## src/rtl/san_cnt_core.sv

```systemverilog
// san_cnt_core: programmable periodic counter with a one-cycle interrupt pulse.
// Software writes a period (LIMIT) through the AXI-Lite write path; the block
// counts clock cycles and pulses EXT_IRQ once every LIMIT cycles.
// Register map (byte address, bit 2 decoded):
//   0x0 LIMIT : period in cycles, 0 stops the counter
//   0x4 CTRL  : bit0 = 1 restart from 0 (if LIMIT != 0), bit0 = 0 stop
module san_cnt_core #(
   parameter int unsigned DATA_WIDTH = 32,
   parameter int unsigned ADDR_WIDTH = 3,
   parameter int unsigned CNT_WIDTH  = 32
) (
   input  logic                  S_AXI_ACLK,
   input  logic                  S_AXI_ARESETN,
   input  logic                  slv_reg_wren,
   input  logic [ADDR_WIDTH-1:0] axi_awaddr,
   input  logic [DATA_WIDTH-1:0] S_AXI_WDATA,
   output logic                  EXT_IRQ,
   output logic [CNT_WIDTH-1:0]  COUNT_SAN
);

   // State registers
   logic [CNT_WIDTH-1:0] limit_q;
   logic [CNT_WIDTH-1:0] count_q;
   logic                 running_q;
   logic                 wren_d;
   logic                 irq_q;

   // Next-state values
   logic [CNT_WIDTH-1:0] limit_n;
   logic [CNT_WIDTH-1:0] count_n;
   logic                 running_n;
   logic                 irq_n;

   // Decoded write and terminal-count qualifiers
   logic                 wr_accept_c;
   logic                 wr_ctrl_c;
   logic                 terminal_c;
   logic [CNT_WIDTH-1:0] wr_value_c;

   // Address/data bits outside the decoded fields are intentionally ignored
   logic                 unused_bits;
   assign unused_bits = ^{axi_awaddr, S_AXI_WDATA};

   // Only the rising edge of the write strobe performs a write
   assign wr_accept_c = slv_reg_wren & ~wren_d;
   assign wr_ctrl_c   = axi_awaddr[2];
   assign wr_value_c  = S_AXI_WDATA[CNT_WIDTH-1:0];

   // Terminal compare happens before overflow, so count never wraps
   assign terminal_c  = (count_q == (limit_q - CNT_WIDTH'(1)));

   // Next-state logic: an accepted write takes priority over counting
   always_comb begin
      limit_n   = limit_q;
      count_n   = count_q;
      running_n = running_q;
      irq_n     = 1'b0;

      if (wr_accept_c) begin
         count_n = '0;
         if (wr_ctrl_c) begin
            running_n = S_AXI_WDATA[0] & (limit_q != '0);
         end else begin
            limit_n   = wr_value_c;
            running_n = (wr_value_c != '0);
         end
      end else if (running_q) begin
         if (terminal_c) begin
            count_n = '0;
            irq_n   = 1'b1;
         end else begin
            count_n = count_q + CNT_WIDTH'(1);
         end
      end
   end

   // State register with asynchronous active-low reset
   always_ff @(posedge S_AXI_ACLK or negedge S_AXI_ARESETN) begin
      if (!S_AXI_ARESETN) begin
         limit_q   <= '0;
         count_q   <= '0;
         running_q <= 1'b0;
         wren_d    <= 1'b0;
         irq_q     <= 1'b0;
      end else begin
         limit_q   <= limit_n;
         count_q   <= count_n;
         running_q <= running_n;
         wren_d    <= slv_reg_wren;
         irq_q     <= irq_n;
      end
   end

   assign EXT_IRQ   = irq_q;
   assign COUNT_SAN = count_q;

endmodule

```

## config.mk

```make
export PLATFORM = sky130hd
export DESIGN_NAME = san_cnt_core
export DESIGN_NICKNAME = d
export VERILOG_FILES = /design/src/rtl/san_cnt_core.sv
export SDC_FILE = /design/constraint.sdc
export NUM_CORES = 1
export LEC_CHECK = 0
export CAP_MARGIN = 25
export CORE_ASPECT_RATIO = 1.4
export CORE_MARGIN = 8
export CORE_UTILIZATION = 45
export CTS_CLUSTER_SIZE = 25
export DETAILED_ROUTE_END_ITERATION = 10
export PLACE_DENSITY = 0.69
export SLEW_MARGIN = 30
export SYNTH_ARGS = -nofsm -noshare
export SYNTH_HDL_FRONTEND = slang
export SYNTH_SLANG_ARGS = --single-unit
export TNS_END_PERCENT = 5
```

## constraint.sdc

```tcl
create_clock -name S_AXI_ACLK -period 9.08 [get_ports S_AXI_ACLK]
set_input_delay 0.908 -clock S_AXI_ACLK [delete_from_list [all_inputs] [get_ports S_AXI_ACLK]]
set_output_delay 0.908 -clock S_AXI_ACLK [all_outputs]
set_load 0.01 [all_outputs]
```

==> results.cfg <==
[detailed_routing]
drt-total-wl_mm = 12.7
drtAntennaViolNets = 0
post_drt_via_cell_ratio = 6.19
drtIter0Drc = 223
drt-pass1-iter-count = 4
drcViolationCount = 0
avgRoutedWirePerCell_um = 19.9
vias = 3931

[cts]
cts-root-buf = clkbuf_16
numCtsBuffers = 9
clk_pin_slew_ps = 60
ctsHoldBuffers = 0
cts_buffer_depth = 2
h-tree-depth = 3
cts_setup_buffers = 0
cts_tree = yes
clk-insertion-delay-late_ps = 330
clock_sinks = 67
cts-resized-gates = 0

[synth]
postSynthAreaPerCell_sq_um = 9.42
synthArstFlopShare_pct = 100
netlist_instances = 464
synth_edf_count = 0
synthTopCellsByCount = dfrtp_1, nand2_1, mux2_2, xnor2_1, nand3_1
yosys.cell_count.top_type = dfrtp_1
synth-main-ff-cell = dfrtp_1
yosysWarnings = 0
synth_top_area_share_pct = 38.4
synth_cell_types = 59
syn_nets = 504
ys_seq_area_share_pct = 38.4
yosys-top-cells-area = dfrtp_1, mux2_2, xnor2_1
synthesis.area_sq_mm = 0.00437
ys_seq_elements = 67
yosysTopAreaCell = dfrtp_1

[floorplanning]
io_pins = 71
die-area_sq_mm = 0.0132
die_x_um = 99.3
core_area_sq_mm = 0.00946
initial_core_util_pct = 46.2
rows = 42
die_h_um = 133

[power_and_ir_drop]
p_leak_uw = 0.00199
peakVddDrop_v = 0.000106
finalPower_uw = 940
power_density_mw_per_mm2 = 174

[final_layout]
antenna_cells_inserted = 0
finalInstanceArea_sq_mm = 0.00539
drive_gt1_share_pct = 12.4
fin_nets = 560
syn_to_final_growth_pct = 23.3

[critical_path]
ff2ff_setup_slack_ps = 4950
crit_path_max_fanout = 29
cp-start-kind = register
critPathCaptureType = register
required_ps = 9300
critical_path_arrival_ps = 4350
criticalPathCategory = reg2reg

[timing]
fmax_mhz = 242
timing.final.crit_period_ps = 4130
rsz0062_at_grt = false
worst_pin_slew_ps = 1030
tns_ps = 0
setup_slack_ps = 4950
relSlewSlack_pct = 31.1
setup_violations = 0
fin_worst_skew_ps = 5.81
hold_violations = 0
slew_viol_final = 0
finalCritPeriodShare_pct = 45.5

[placement]
detailed_place_hpwl_mm = 9.38
gp_congestion = 0.897
dpl_cell_area_sq_mm = 0.00509
pre_cts_ws_ps = 4990
portBuffers = 68

[global_routing]
grt_pass1_wl_mm = 20.6
grt.total_usage_pct = 19.6
grt_remaining_overflow = 0
grt_pass1_vias = 4013
antenna_found_initial = 0
grt_max_degree = 68

[run]
max_cap_violations = 0

[run_status]
status = complete, no violations

[min_path]
hold_class = reg2reg
==> layout make-up <==
type | instances | area, sq um
sequential | 67 | 1680
fill | 841 | 4070
timing repair buffer | 73 | 717
clock buffer | 12 | 246
clock inverter | 4 | 50.0
tap | 110 | 138
multi-input combinational | 357 | 2510
inverter | 12 | 45.0
==> sequential cells by signal, summed over array words and instances (netlist names) <==
register	flops
wren_d	1
COUNT_SAN	32
limit_q	32
EXT_IRQ	1
running_q	1
==> report_power, final <==
| part | switching, uW | internal (uW) | total [uW] |
|---|---|---|---|
| Clock | 129 | 220 | 349 |
| Sequential | 64.2 | 331 | 395 |
| Combinational | 96.6 | 99.1 | 196 |
| Total | 290 | 650 | 940 |
==> layout by cell type, fill, tap and decap left out, drive strengths merged, types with 3 or more instances in the layout <==
cell	n
xor2	19
o41ai	3
o21ai	17
mux2i	5
a31oi	12
o311ai	10
nand3	24
nand4	21
and2	7
clkbuf	12
o31ai	3
or4	7
and3	8
dfrtp	67
a211oi	3
nor4	19
xnor2	26
nand2	42
or3	4
buf	6
or2	4
and4	3
nand2b	6
o22ai	5
clkdlybuf4s50	67
mux2	28
nor2	23
inv	12
nor3	12
nand4b	5
nor4b	3
o211ai	4
a21oi	6
==> stage by stage <==
stage	cells	hold slack, ps	util [%]
after floorplan	464	516	-
after global placement	619	560	53.8
after detailed placement	619	579	53.8
after CTS	635	592	56.9
after global routing	635	602	57.0
final	635	581	57.0
==> worst paths after layout <==
path | start | end | depth (start not counted)
max in group asynchronous | S_AXI_ARESETN | COUNT_SAN[2] | 2
hold / removal | limit_q[31] | limit_q[31] | 1
hold reg to reg | limit_q[31] | limit_q[31] | 1
setup / recovery | limit_q[0] | COUNT_SAN[9] | 11
min in group asynchronous | S_AXI_ARESETN | limit_q[13] | 2
setup reg to reg | limit_q[0] | COUNT_SAN[9] | 11
==> per-layer routing <==
layer  track usage (%)  share of wire (%)  vias up
li1                  -                  -     1863
met2              34.2                 53      100
met3              3.36                3.5       22
met1              22.5                 41     1946
met4              8.87                2.5        0
met5                 0                  0        -
==> cells by family (layout without fill, tap and decap cells) <==
kind of cell	after synthesis	after routing	share of synthesized area (%)
AOI/OAI and AO/OA	79	79	13.1
xor gates and xnor gates	45	45	9.02
muxes	33	33	8.36
and+or+nand+nor	198	198	26.5
buffers and inverters	40	101	4.12
DFF	67	67	38.4
adders and majority gates	2	2	0.573
==> worst max-delay path, stage by stage (launching register included) <==
cell and delay (ps):
dfrtp_1 430, inv_1 90, ha_1 210, nor3b_1 850
nand4_1 370, o311a_1 390, a21oi_1 180, a2111oi_2 80
nand4_1 130, buf_4 320, nand2_1 480, o311ai_1 460
No activity file was read; power rests on OpenSTA's default activity.
